### src/rtl/quad_pkg.sv
// Shared phase types and transition helpers for the quadrature decoder.
// Phase is {A,B}; the up direction walks 00->10->11->01->00.
package quad_pkg;

  typedef logic [1:0] phase_t;

  localparam phase_t PH_00 = 2'b00;
  localparam phase_t PH_10 = 2'b10;
  localparam phase_t PH_11 = 2'b11;
  localparam phase_t PH_01 = 2'b01;

  typedef enum logic [1:0] {
    TR_NONE,
    TR_UP,
    TR_DOWN,
    TR_BAD
  } trans_e;

  function automatic phase_t next_up(phase_t p);
    phase_t n;
    case (p)
      PH_00:   n = PH_10;
      PH_10:   n = PH_11;
      PH_11:   n = PH_01;
      default: n = PH_00;
    endcase
    return n;
  endfunction

  function automatic trans_e decode(phase_t prev, phase_t cur);
    trans_e t;
    if (cur == prev)
      t = TR_NONE;
    else if (cur == next_up(prev))
      t = TR_UP;
    else if (prev == next_up(cur))
      t = TR_DOWN;
    else
      t = TR_BAD;
    return t;
  endfunction

  // Which valid transitions are counted at a given resolution.
  function automatic logic res_gate(int res, phase_t prev,
                                    phase_t cur);
    logic g;
    case (res)
      4:       g = 1'b1;
      2:       g = prev[1] ^ cur[1];
      default: g = ~prev[1] & cur[1];
    endcase
    return g;
  endfunction

endpackage

### src/rtl/glitch_filter.sv
// One encoder channel: synchroniser, persistence filter and
// priming bypass that loads the synced level directly.
module glitch_filter #(
  parameter int SyncStages = 2,
  parameter int FilterLen  = 4
) (
  input  logic clk,
  input  logic rst,
  input  logic prime_i,
  input  logic raw_i,
  output logic sync_o,
  output logic filt_o
);

  localparam int CW = $clog2(FilterLen + 1);
  localparam logic [CW-1:0] LastCnt = CW'(FilterLen - 1);

  if (SyncStages < 2 || SyncStages > 3) begin : g_bad_sync
    $error("glitch_filter: SyncStages must be 2..3");
  end
  if (FilterLen < 1 || FilterLen > 16) begin : g_bad_len
    $error("glitch_filter: FilterLen must be 1..16");
  end

  logic [SyncStages-1:0] sync_q;
  logic                  filt_q, filt_d;
  logic [CW-1:0]         cnt_q, cnt_d;

  assign sync_o = sync_q[SyncStages-1];
  assign filt_o = filt_q;

  always_comb begin
    filt_d = filt_q;
    cnt_d  = '0;
    if (prime_i) begin
      filt_d = sync_o;
    end else if (sync_o != filt_q) begin
      if (cnt_q == LastCnt)
        filt_d = sync_o;
      else
        cnt_d = cnt_q + 1'b1;
    end
  end

  always_ff @(posedge clk or negedge rst) begin
    if (!rst) begin
      sync_q <= '0;
      filt_q <= 1'b0;
      cnt_q  <= '0;
    end else begin
      sync_q <= {sync_q[SyncStages-2:0], raw_i};
      filt_q <= filt_d;
      cnt_q  <= cnt_d;
    end
  end

endmodule

### src/rtl/quadrature_decoder.sv
// Quadrature encoder front end: filtered A/B phase decode into a
// step pulse, direction level and saturating illegal-edge count.
module quadrature_decoder
  import quad_pkg::*;
#(
  parameter int SyncStages = 2,
  parameter int FilterLen  = 4,
  parameter int Resolution = 4,
  parameter int ErrWidth   = 8
) (
  input  logic                clk,
  input  logic                rst,
  input  logic                encA,
  input  logic                encB,
  input  logic                enable,
  input  logic                clearErr,
  output logic                step,
  output logic                upDown,
  output logic                illegal,
  output logic [ErrWidth-1:0] errCount
);

  localparam int PrimeLen = SyncStages + FilterLen;
  localparam int PW = $clog2(PrimeLen + 1);
  localparam logic [PW-1:0] PrimeEnd = PW'(PrimeLen);

  if (Resolution != 1 && Resolution != 2
      && Resolution != 4) begin : g_bad_res
    $error("quadrature_decoder: Resolution must be 1, 2 or 4");
  end
  if (ErrWidth < 1) begin : g_bad_ew
    $error("quadrature_decoder: ErrWidth must be >= 1");
  end

  logic   sync_a, sync_b;
  logic   filt_a, filt_b;
  phase_t sync_ph, filt_ph;
  trans_e tr;
  logic   priming;

  logic [PW-1:0]       prime_q, prime_d;
  phase_t              prev_q, prev_d;
  logic                step_q, step_d;
  logic                up_q, up_d;
  logic                ill_q, ill_d;
  logic [ErrWidth-1:0] err_q, err_d;

  glitch_filter #(
    .SyncStages(SyncStages),
    .FilterLen (FilterLen)
  ) u_filt_a (
    .clk    (clk),
    .rst    (rst),
    .prime_i(priming),
    .raw_i  (encA),
    .sync_o (sync_a),
    .filt_o (filt_a)
  );

  glitch_filter #(
    .SyncStages(SyncStages),
    .FilterLen (FilterLen)
  ) u_filt_b (
    .clk    (clk),
    .rst    (rst),
    .prime_i(priming),
    .raw_i  (encB),
    .sync_o (sync_b),
    .filt_o (filt_b)
  );

  assign sync_ph = {sync_a, sync_b};
  assign filt_ph = {filt_a, filt_b};
  assign priming = (prime_q != PrimeEnd);
  assign tr      = decode(prev_q, filt_ph);

  always_comb begin
    prime_d = priming ? prime_q + 1'b1 : prime_q;
    prev_d  = priming ? sync_ph : filt_ph;
    step_d  = 1'b0;
    ill_d   = 1'b0;
    up_d    = up_q;
    err_d   = err_q;
    if (!priming) begin
      unique case (tr)
        TR_UP: begin
          up_d   = 1'b1;
          step_d = enable
                 & res_gate(Resolution, prev_q, filt_ph);
        end
        TR_DOWN: begin
          up_d   = 1'b0;
          step_d = enable
                 & res_gate(Resolution, prev_q, filt_ph);
        end
        TR_BAD:  ill_d = enable;
        default: ;
      endcase
    end
    // Clear takes priority over a coincident illegal edge.
    if (clearErr)
      err_d = '0;
    else if (ill_d && !(&err_q))
      err_d = err_q + 1'b1;
  end

  always_ff @(posedge clk or negedge rst) begin
    if (!rst) begin
      prime_q <= '0;
      prev_q  <= PH_00;
      step_q  <= 1'b0;
      up_q    <= 1'b0;
      ill_q   <= 1'b0;
      err_q   <= '0;
    end else begin
      prime_q <= prime_d;
      prev_q  <= prev_d;
      step_q  <= step_d;
      up_q    <= up_d;
      ill_q   <= ill_d;
      err_q   <= err_d;
    end
  end

  assign step     = step_q;
  assign upDown   = up_q;
  assign illegal  = ill_q;
  assign errCount = err_q;

endmodule

### config.mk
export PLATFORM = sky130hd
export DESIGN_NAME = quadrature_decoder
export DESIGN_NICKNAME = d
export VERILOG_FILES = /design/src/rtl/quad_pkg.sv /design/src/rtl/glitch_filter.sv /design/src/rtl/quadrature_decoder.sv
export SDC_FILE = /design/constraint.sdc
export NUM_CORES = 1
export LEC_CHECK = 0
export CELL_PAD_IN_SITES_DETAIL_PLACEMENT = 1
export CELL_PAD_IN_SITES_GLOBAL_PLACEMENT = 1
export CORE_ASPECT_RATIO = 1.5
export CORE_MARGIN = 2
export CORE_UTILIZATION = 30
export DETAILED_ROUTE_END_ITERATION = 7
export PLACE_DENSITY = 0.58
export SLEW_MARGIN = 20
export SYNTH_ARGS = -nofsm -noshare
export SYNTH_HDL_FRONTEND = slang
export SYNTH_SLANG_ARGS = --single-unit
### constraint.sdc
create_clock -name clk -period 6.1 [get_ports clk]
set_input_delay 1.83 -clock clk [delete_from_list [all_inputs] [get_ports clk]]
set_output_delay 1.83 -clock clk [all_outputs]
set_load 0.01 [all_outputs]
# Word level (Yosys, flattened, before mapping)

Cells that the tools add are included.
W data, S select, Z words.

Register bits: 28
Input port bits: 6
Output and inout port bits: 11
Word-level logic and storage cells: 80

Add/subtract/negate cells: 4
Equal/unequal tests: 15
Multiplexer cells: 32
Bitwise gates (word level): 3
Reductions and logical operators: 14

Operators with widths:

| kind                  | number |
|---|---|
| $mux W3               | 6 |
| $mux W8               | 2 |
| $mux W1               | 14 |
| $eq A2 B2 Y1 const B  | 6 |
| $mux W2               | 6 |
| $pmux W2 S3           | 2 |
| $reduce_bool A2 Y1    | 6 |
| $add A3 B1 Y3 const B | 3 |
| $add A8 B1 Y8 const B | 1 |
| $reduce_and A8 Y1     | 1 |
| $eq A2 B2 Y1          | 3 |
| $eq A3 B2 Y1 const B  | 2 |
| $reduce_and A2 Y1     | 3 |
| $logic_not A2 Y1      | 2 |
| $pmux W1 S2           | 2 |
| $ne A3 B3 Y1 const B  | 1 |
| $and A1 B1 Y1         | 2 |
| $eq A2 B1 Y1 const B  | 1 |
| $ne A1 B1 Y1          | 2 |
| $logic_and A1 B1 Y1   | 1 |
| $logic_not A1 Y1      | 1 |
| $not A1 Y1            | 1 |

# Depth between registers and ports, before layout

Gate-level depths: netlist of the first run.

Depth in word-level cells: 16
Depth in mapped cells: 9
Depth with buffers taken out: 8

# Cells and area by module

A second synthesis of the first run with hierarchy kept.

Cell total of the unflattened synthesis: 110
Area, all modules: 1278.7 um2

Modules (own cells, without submodules):

| module             | times used | cells each | area an instance (um2) | seq. area each (um2) |
|---|---|---|---|---|
| quadrature_decoder | 1          | 80         | 825.8                  | 400.4 |
| glitch_filter      | 2          | 15         | 226.5                  | 150.1 |

# Worst setup path after synthesis of the first run

No wires, ideal clock.

Path type: input -> register
Start: input enable
End: register err_q[4] (netlist: errCount[4])
Setup time: 0.128 ns
Arrival time: 2.624 ns
Data required time: 5.972 ns
Setup slack: 3.348 ns
Stages on the path: 3
Buffers on the path: 0
Cells stage by stage: nand4_4 a2111oi_4 mux2_1

Cells in the longest elaborated chain, start to end: 4

RTL lines:

| element                             | RTL line                  | text |
|---|---|---|
| from (decl)                         | quadrature_decoder.sv:15  | `input logic enable,` |
| $mux W1                             | quadrature_decoder.sv:85  | `unique case (tr)` |
| $mux W1                             | quadrature_decoder.sv:84  | `if (!priming) begin` |
| $logic_and A1 B1 Y1                 | quadrature_decoder.sv:103 | `else if (ill_d && !(&err_q))` |
| $reduce_bool A2 Y1 (no source line) | --                        |  |
| to (signal assigned)                | quadrature_decoder.sv:121 | `err_q <= err_d;` |
| to (decl)                           | quadrature_decoder.sv:46  | `logic [ErrWidth-1:0] err_q, err_d;` |

Every way passes these cells.
A chain may end at the register's enable or synchronous reset.

# Final worst setup path of the first run

Start: register err_q[7] (netlist: errCount[7])
End: output errCount[7]

RTL lines:

| element   | RTL line                 | text |
|---|---|---|
| to (decl) | quadrature_decoder.sv:20 | `output logic [ErrWidth-1:0] errCount` |

No word-level cell between the ends.

==> results of run 1 <==
==> per-layer routing <==
layer	vias up	GRT usage [%]
met4	0	4.34
met5	-	0
met3	2	1.81
met2	19	20.9
met1	473	15.6
li1	461	-
==> cell families after synthesis <==
logic type | count (synthesis) | share of synthesized area [%]
compound gates | 21 | 11.5
simple gates | 44 | 17.9
mux | 8 | 6.59
fa+ha+maj | 7 | 6.50
xor+xnor | 3 | 1.95
buf+inv | 12 | 3.53
flops | 28 | 52.0
==> per-stage QoR <==
| stage | cells | worst slack (ps) | util [%] | total power [uW] | hold slack (ps) |
|---|---|---|---|---|---|
| after floorplan | 123 | 3350 | - | 401 | 331 |
| after global placement | 181 | 2740 | 36.2 | 459 | 335 |
| after detailed placement | 181 | 2700 | 36.2 | 471 | 347 |
| after CTS | 185 | 2890 | 37.5 | 585 | 369 |
| after global routing | 185 | 2830 | 37.5 | 628 | 373 |
| final | 185 | 2890 | 37.5 | 571 | 364 |
==> flip-flops by register name, summed over array words and instances (netlist names) <==
name             count
step                 1
u_filt_b.filt_o      1
u_filt_a.cnt_q       3
u_filt_b.cnt_q       3
illegal              1
prev_q               2
u_filt_b.sync_q      2
errCount             8
prime_q              3
upDown               1
u_filt_a.sync_q      2
u_filt_a.filt_o      1
==> worst max path at each step <==
stage	startpoint	to	cells after the start
finish	errCount[7]	errCount[7]	1
global route	errCount[7]	errCount[7]	1
CTS	errCount[7]	errCount[7]	1
global placement	enable	errCount[4]	4
detailed placement	enable	errCount[6]	4
floorplan	enable	errCount[4]	3
==> report_power, final <==
part / switching [uW] / internal (uW) / leakage (uW) / total (uW)
registers: 35.1 / 225 / 0.000353 / 260
logic: 99.5 / 101 / 0.000302 / 200
clock network: 52.6 / 57.6 / 0.0000288 / 110
total: 187 / 383 / 0.000684 / 571
==> layout by cell type, fill, tap and decap left out <==
cell and instances:
nor2_1 13, nand4_4 1, nor2b_1 6, ha_1 7, a2111oi_4 1, mux2_2 6, o31ai_1 1, nor3b_1 1
a211oi_1 4, o21ai_0 3, buf_4 1, xor2_1 2, o21a_1 1, a311oi_1 1, and3_1 2, clkdlybuf4s50_1 16
nand2b_1 2, nand2_1 6, nor3_1 3, a21o_1 1, and4_1 2, nand3b_1 1, a41oi_1 1, dfrtp_1 28
clkbuf_8 4, mux2i_1 1, xnor2_1 1, a21oi_1 6, mux2_1 1, a31oi_1 2, inv_1 7, nand3_1 4
nand4_1 2, nor4_1 1
==> layout make-up <==
cell class                      count  area (um^2)
Fill cell                         491         2680
Sequential cell                    28          701
Multi-Input combinational cell     83          599
Timing Repair Buffer               17          168
Tap cell                           46         57.6
Clock buffer                        4         55.1
Inverter                            7         26.3
==> flow_metrics.env, run 1 <==
export IMPL_status="finished, violations left"
export IMPL_violations="design-rule violations"
export IMPL_hold_viol=0
export IMPL_final_max_slew_viol_count=0
export IMPL_ys_ff_latch=28
export IMPL_critPathMaxFanout=7
export IMPL_synth_edf_count=0
export IMPL_cp_arrival_ps=1380
export IMPL_synth_main_ff_cell="dfrtp_1"
export IMPL_cp_buffers_inverters=1
export IMPL_ys_warn_count=0
export IMPL_cts_max_path_buffers=2
export IMPL_synth_most_common_cell="dfrtp_1"
export IMPL_crit_type="flip-flop to output pin"
export IMPL_netlist_area_um2=1350
export IMPL_die_y_um=86.1
export IMPL_drive_gt1_share_pct=9.35
export IMPL_ios=17
export IMPL_cp_cell_sequence="clkdlybuf4s50_1"
export IMPL_grt_antenna_before_repair=0
export IMPL_first_pass_iters=6
export IMPL_crit_family="buffers and inverters"
export IMPL_min_period_ps=3210
export IMPL_fin_skew_ps=1.85
export IMPL_postSynthCellCount=123
export IMPL_postRouteAntennaNets=0
export IMPL_async_reset_ff_share_pct=100
export IMPL_cts_tree="done"
export IMPL_core_area_um2=4280
export IMPL_grt_pass1_vias=1048
export IMPL_r2r_slack_ps=3900
export IMPL_rows=29
export IMPL_start_util_pct=31.5
export IMPL_r2r_cells=6
export IMPL_hold_path_cell_count=0
export IMPL_wl_met2_um=1420
export IMPL_wl_per_cell_um=14.4
export IMPL_htreeDepth=1
export IMPL_hold_start="u_filt_a.sync_q[0]"
export IMPL_drc=1
export IMPL_finalSetupTns_ps=0
export IMPL_synth_top_area_cell="dfrtp_1"
export IMPL_final_cell_area_um2=1610
export IMPL_cts_sinks=28
export IMPL_whs_endpoint="u_filt_a.sync_q[1]"
export IMPL_syn_num_nets=136
export IMPL_finalWeightedCongestion=0.737
export IMPL_areaGrowthSynthToFinish_pct=19.2
export IMPL_netlist_area_leader_share_pct=52.0
export IMPL_holdBufCountCts=0
export IMPL_clk_latency_ps=260
export IMPL_postCtsResizedCells=0
export IMPL_r2r_end="errCount[6]"
export IMPL_rsz0062_at_grt="false"
export IMPL_cp_required_ps=4270
export IMPL_grt_first_pass_wirelength_um=4810
export IMPL_cpMaxStageDelayCell="clkdlybuf4s50_1"
export IMPL_ys_seq_area_share_pct=52.0
export IMPL_max_slew_margin_rel_pct=73.5
export IMPL_globalRouteTotalUtil_pct=12.3
export IMPL_gr_total_overflow=0
export IMPL_end_kind="output pin"
export IMPL_numCtsBuffers=3
export IMPL_die_w_um=58.7
export IMPL_powerDensity_nw_per_um2=355
export IMPL_dieArea_um2=5050
export IMPL_path_clk_slew_ps=90
export IMPL_avgSynthCellArea_um2=11.0
export IMPL_period_share_pct=52.6
export IMPL_critPathLaunchType="flip-flop"
export IMPL_viasPerCell=5.16
export IMPL_place_area_um2=1550
export IMPL_cts_root_buf="clkbuf_8"
export IMPL_cts_setup_buffers=0
export IMPL_highest_layer="met4"
export IMPL_drt_met1_wl_um=1130
export IMPL_final_nets=153
export IMPL_grt_max_degree=29
export IMPL_leakagePower_uw=0.000684
export IMPL_place_hpwl_um=2040
export IMPL_timing_fmax_ghz=0.312
export IMPL_io_buffers=16
export IMPL_cap_violations=0
export IMPL_setup_viol=0
export IMPL_num_antenna_cells=0
export IMPL_max_stage_delay_ps=600
export IMPL_timing_rr_start="u_filt_a.filt_o"
export IMPL_yosysUniqueCellTypes=33
export IMPL_dr_wl_met3_um=84
export IMPL_yosys_top_cells_count="28 x dfrtp_1, 13 x nor2_1, 7 x ha_1, 7 x inv_1"
export IMPL_hp_class="flip-flop to flip-flop"
export IMPL_yosys_top_cells_area="dfrtp_1 52%, ha_1 6.5%, mux2_2 5.0%, nor2_1 3.6%, nor2b_1 2.8%"
export IMPL_num_vias=955
export IMPL_drtIter0Drc=22
export IMPL_worst_slew_pin_transition_ps=396
export IMPL_irDropWorstVdd_mv=0.101
export IMPL_wirelength_um=2660
(Power assumes the default switching activity.)
==> inputs of run 2 (changes only) <==
Settings changed: PLACE_DENSITY 0.58 to 0.6.
Clock period 6.1 ns to 2.67 ns, I/O delays scaled along.
==> flow_metrics.env, run 2 (synthesis gave the netlist of run 1 again) <==
export IMPL_largest_reg_flops=8
export IMPL_critPathLaunchType="flip-flop"
export IMPL_violations="design-rule violations"
export IMPL_endpoint="errCount[4]"
export IMPL_timing_fmax_ghz=0.448
export IMPL_final_nets=153
export IMPL_finalSetupTns_ps=0
export IMPL_leakagePower_uw=0.000677
export IMPL_place_hpwl_um=2210
export IMPL_core_area_um2=4280
export IMPL_start_util_pct=31.5
export IMPL_cts_root_buf="clkbuf_8"
export IMPL_holdBufCountCts=0
export IMPL_hold_viol=0
export IMPL_first_pass_iters=6
export IMPL_grt_max_degree=29
export IMPL_final_max_slew_viol_count=0
export IMPL_io_buffers=16
export IMPL_rows=29
export IMPL_die_y_um=86.1
export IMPL_wirelength_um=2820
export IMPL_setup_viol=0
export IMPL_wl_per_cell_um=15.3
export IMPL_cts_tree="done"
export IMPL_finalWeightedCongestion=0.820
export IMPL_cts_max_path_buffers=2
export IMPL_max_slew_margin_rel_pct=72.3
export IMPL_r2r_cells=6
export IMPL_areaGrowthSynthToFinish_pct=18.2
export IMPL_hp_class="flip-flop to flip-flop"
export IMPL_cap_violations=0
export IMPL_timing_rr_start="u_filt_a.filt_o"
export IMPL_holdWs_ps=358
export IMPL_r2r_end="errCount[4]"
export IMPL_end_kind="flip-flop"
export IMPL_cp_cell_sequence="nor2b_1 > o31ai_1 > ha_1 > nand4_4 > a2111oi_4 > mux2_1"
export IMPL_status="finished, violations left"
export IMPL_crit_family="compound AO/OA/AOI/OAI gates"
export IMPL_drtIter0Drc=14
export IMPL_clk_latency_ps=260
export IMPL_powerDensity_nw_per_um2=805
export IMPL_globalRouteTotalUtil_pct=12.9
export IMPL_cts_setup_buffers=0
export IMPL_crit_type="flip-flop to flip-flop"
export IMPL_max_stage_delay_ps=480
export IMPL_drive_gt1_share_pct=8.70
export IMPL_cp_arrival_ps=2380
export IMPL_crit_cells=6
export IMPL_critPathMaxFanout=9
export IMPL_place_ws_ps=317
export IMPL_finalPower_uw=1280
export IMPL_viasPerCell=5.19
export IMPL_num_vias=955
export IMPL_drc=1
export IMPL_min_period_ps=2230
export IMPL_path_clk_slew_ps=90
export IMPL_grt_first_pass_wirelength_um=5060
export IMPL_ios=17
export IMPL_final_cell_mix="28 x dfrtp_1, 16 x clkdlybuf4s50_1, 13 x nor2_1"
export IMPL_layout_commonest_cell="dfrtp_1"
export IMPL_die_w_um=58.7
export IMPL_num_antenna_cells=0
export IMPL_final_cell_area_um2=1590
export IMPL_irDropWorstVdd_mv=0.279
export IMPL_cp_buffers_inverters=0
export IMPL_hold_path_cell_count=0
export IMPL_period_share_pct=83.5
export IMPL_fin_skew_ps=2.20
export IMPL_rsz0062_at_grt="false"
export IMPL_postRouteAntennaNets=0
export IMPL_gr_total_overflow=0
export IMPL_r2r_slack_ps=440
export IMPL_numCtsBuffers=3
export IMPL_startpoint="u_filt_a.filt_o"
export IMPL_htreeDepth=1
export IMPL_fin_ws_ps=439
export IMPL_postCtsResizedCells=0
export IMPL_grt_pass1_vias=1081
export IMPL_cp_required_ps=2820
export IMPL_worst_slew_pin_transition_ps=415
export IMPL_cts_sinks=28
export IMPL_place_area_um2=1550
export IMPL_grt_antenna_before_repair=0
export IMPL_dieArea_um2=5050
export IMPL_cpMaxStageDelayCell="dfrtp_1"
## run 2: stage by stage
step                      instances  utilization (%)
after floorplan                 123                -
after global placement          181             36.2
after detailed placement        181             36.2
after CTS                       184             37.2
after global routing            184             37.2
final                           184             37.2
## run 2: worst register-to-register path, delay by kind of cell (launching register included)
family | cells | cell delay [ps]
DFF | 1 | 480
muxes | 1 | 360
and+or+nand+nor | 2 | 320
AOI/OAI and AO/OA | 2 | 690
adders and majority gates | 1 | 270
## run 2: per-layer routing
metal	part of all wire [%]	wire [um]	global-route usage, %
met5	0	0	0
met4	0.81	23	3.10
met3	3.2	91	2.41
met2	55	1550	23.6
met1	41	1160	15.0
## run 2: how the worst min path moves through the flow
stage / from / to
floorplan: u_filt_a.sync_q[0] / u_filt_a.sync_q[1]
global placement: u_filt_a.sync_q[0] / u_filt_a.sync_q[1]
detailed placement: u_filt_a.sync_q[0] / u_filt_a.sync_q[1]
CTS: u_filt_a.sync_q[0] / u_filt_a.sync_q[1]
global route: u_filt_b.sync_q[0] / u_filt_b.sync_q[1]
finish: u_filt_b.sync_q[0] / u_filt_b.sync_q[1]
## run 2: area by class of cell
class                   count  area (um^2)
inverters                   7         26.3
repair buffers             17          168
well taps                  46         57.6
clock buffers               3         41.3
fillers                   493         2690
flip-flops and latches     28          701
multi-input cells          83          599
## run 2: where the power goes
part	internal (uW)	total [uW]	switching, uW
Sequential	514	595	80.7
Clock	101	217	116
Combinational	231	470	239
==> inputs of run 3 (changes only) <==
Settings changed: PLACE_DENSITY 0.6 to 0.58.
Clock period 2.67 ns to 2.1 ns, I/O delays scaled along.
==> flow_metrics.env, run 3 (synthesis gave the netlist of run 1 again) <==
export IMPL_final_cell_area_um2=1680
export IMPL_r2r_slack_ps=110
export IMPL_cpMaxStageDelayCell="clkdlybuf4s50_1"
export IMPL_rows=29
export IMPL_period_share_pct=96.6
export IMPL_powerDensity_nw_per_um2=1090
export IMPL_final_nets=161
export IMPL_numCtsBuffers=3
export IMPL_setup_viol=0
export IMPL_num_vias=984
export IMPL_worst_slew_pin_transition_ps=422
export IMPL_fin_skew_ps=6.05
export IMPL_areaGrowthSynthToFinish_pct=25.0
export IMPL_hold_viol=0
export IMPL_start_util_pct=31.5
export IMPL_max_slew_margin_rel_pct=71.8
export IMPL_cap_violations=0
export IMPL_io_buffers=16
export IMPL_viasPerCell=5.10
export IMPL_finalWeightedCongestion=0.759
export IMPL_status="finished, violations left"
export IMPL_cp_required_ps=1470
export IMPL_path_clk_slew_ps=90
export IMPL_clk_latency_ps=270
export IMPL_ios=17
export IMPL_first_pass_iters=6
export IMPL_grt_pass1_vias=1142
export IMPL_crit_type="flip-flop to output pin"
export IMPL_violations="design-rule violations"
export IMPL_die_y_um=86.1
export IMPL_hp_class="flip-flop to flip-flop"
export IMPL_place_hpwl_um=2140
export IMPL_irDropWorstVdd_mv=0.255
export IMPL_finalSetupTns_ps=0
export IMPL_final_max_slew_viol_count=0
export IMPL_min_period_ps=2030
export IMPL_fillerInstances=477
export IMPL_holdWs_ps=366
export IMPL_final_cell_mix="27 x dfrtp_1, 16 x clkdlybuf4s50_1, 12 x nor2_1"
export IMPL_cp_cell_sequence="clkdlybuf4s50_1"
export IMPL_timing_fmax_ghz=0.493
export IMPL_cts_root_buf="clkbuf_8"
export IMPL_drtIter0Drc=33
export IMPL_largest_reg_flops=8
export IMPL_cts_sinks=28
export IMPL_max_stage_delay_ps=600
export IMPL_crit_family="buffers and inverters"
export IMPL_htreeDepth=1
export IMPL_grt_antenna_before_repair=0
export IMPL_cp_buffers_inverters=1
export IMPL_finalPower_uw=1840
export IMPL_core_area_um2=4280
export IMPL_cts_tree="done"
export IMPL_postRouteAntennaNets=0
export IMPL_globalRouteTotalUtil_pct=12.8
export IMPL_gr_total_overflow=0
export IMPL_cp_arrival_ps=1400
export IMPL_num_antenna_cells=0
export IMPL_dieArea_um2=5050
export IMPL_place_inst=185
export IMPL_place_area_um2=1580
export IMPL_critPathMaxFanout=7
export IMPL_wl_per_cell_um=14.7
export IMPL_critPathLaunchType="flip-flop"
export IMPL_wirelength_um=2830
export IMPL_drc=1
export IMPL_stdcell_count=193
export IMPL_cts_max_path_buffers=2
export IMPL_end_kind="output pin"
export IMPL_grt_max_degree=29
export IMPL_leakagePower_uw=0.000721
export IMPL_die_w_um=58.7
export IMPL_drive_gt1_share_pct=17.7
export IMPL_grt_first_pass_wirelength_um=5070
export IMPL_layout_commonest_cell="dfrtp_1"
==> run 3: changes by cell type in the layout (fill, tap and decap cells not counted), sizes merged <==
| cell | delta |
|---|---|
| buf | +8 |
| clkbuf | +1 |
==> run 3: cell type report <==
cell class,instances,area (um^2),share of cell area (%)
multi-input cells,83,616,36.6
well taps,46,57.6,3.42
repair buffers,25,228,13.5
clock buffers,4,55.1,3.27
flip-flops and latches,28,702,41.7
inverters,7,26.3,1.56
==> run 3: repair_timing <==
action                     in CTS  in global routing
setup endpoints to repair       5                  5
pin swaps                       2                  3
setup buffers                   2                  2
gates cloned                    0                  0
resized for setup               2                  4
hold buffers                    0                  0
==> run 3: path summary, 6_finish.rpt <==
check	startpoint	to	cells past startpoint
worst max register to register	u_filt_a.filt_o	errCount[6]	6
worst max-delay path	errCount[7]	errCount[7]	1
max in group asynchronous	rst	u_filt_a.filt_o	2
worst min register to register	u_filt_b.sync_q[0]	u_filt_b.sync_q[1]	0
min in group asynchronous	rst	u_filt_a.cnt_q[2]	2
worst min-delay path	u_filt_b.sync_q[0]	u_filt_b.sync_q[1]	0
==> run 3: through the flow <==
stage               worst slack, ps  util [%]
global placement              -40.1      36.9
CTS                           0.697      38.7
finish                         70.9      39.3
floorplan                      38.1         -
global route                  -15.6      39.3
detailed placement            -98.3      36.9
==> run 3: report_power, final <==
part / internal, uW / leakage [uW] / switching, uW / total, uW
clock network: 168 / 0.0000288 / 160 / 328
registers: 656 / 0.000352 / 88.8 / 745
logic: 417 / 0.000340 / 346 / 763
==> run 3: layer usage <==
metal,part of all wire (%),global-route usage [%],vias up
met4,0.95,4.96,0
met3,2.3,1.36,2
li1,-,-,477
met2,55,23.2,15
met5,0,0,-
met1,42,14.8,490
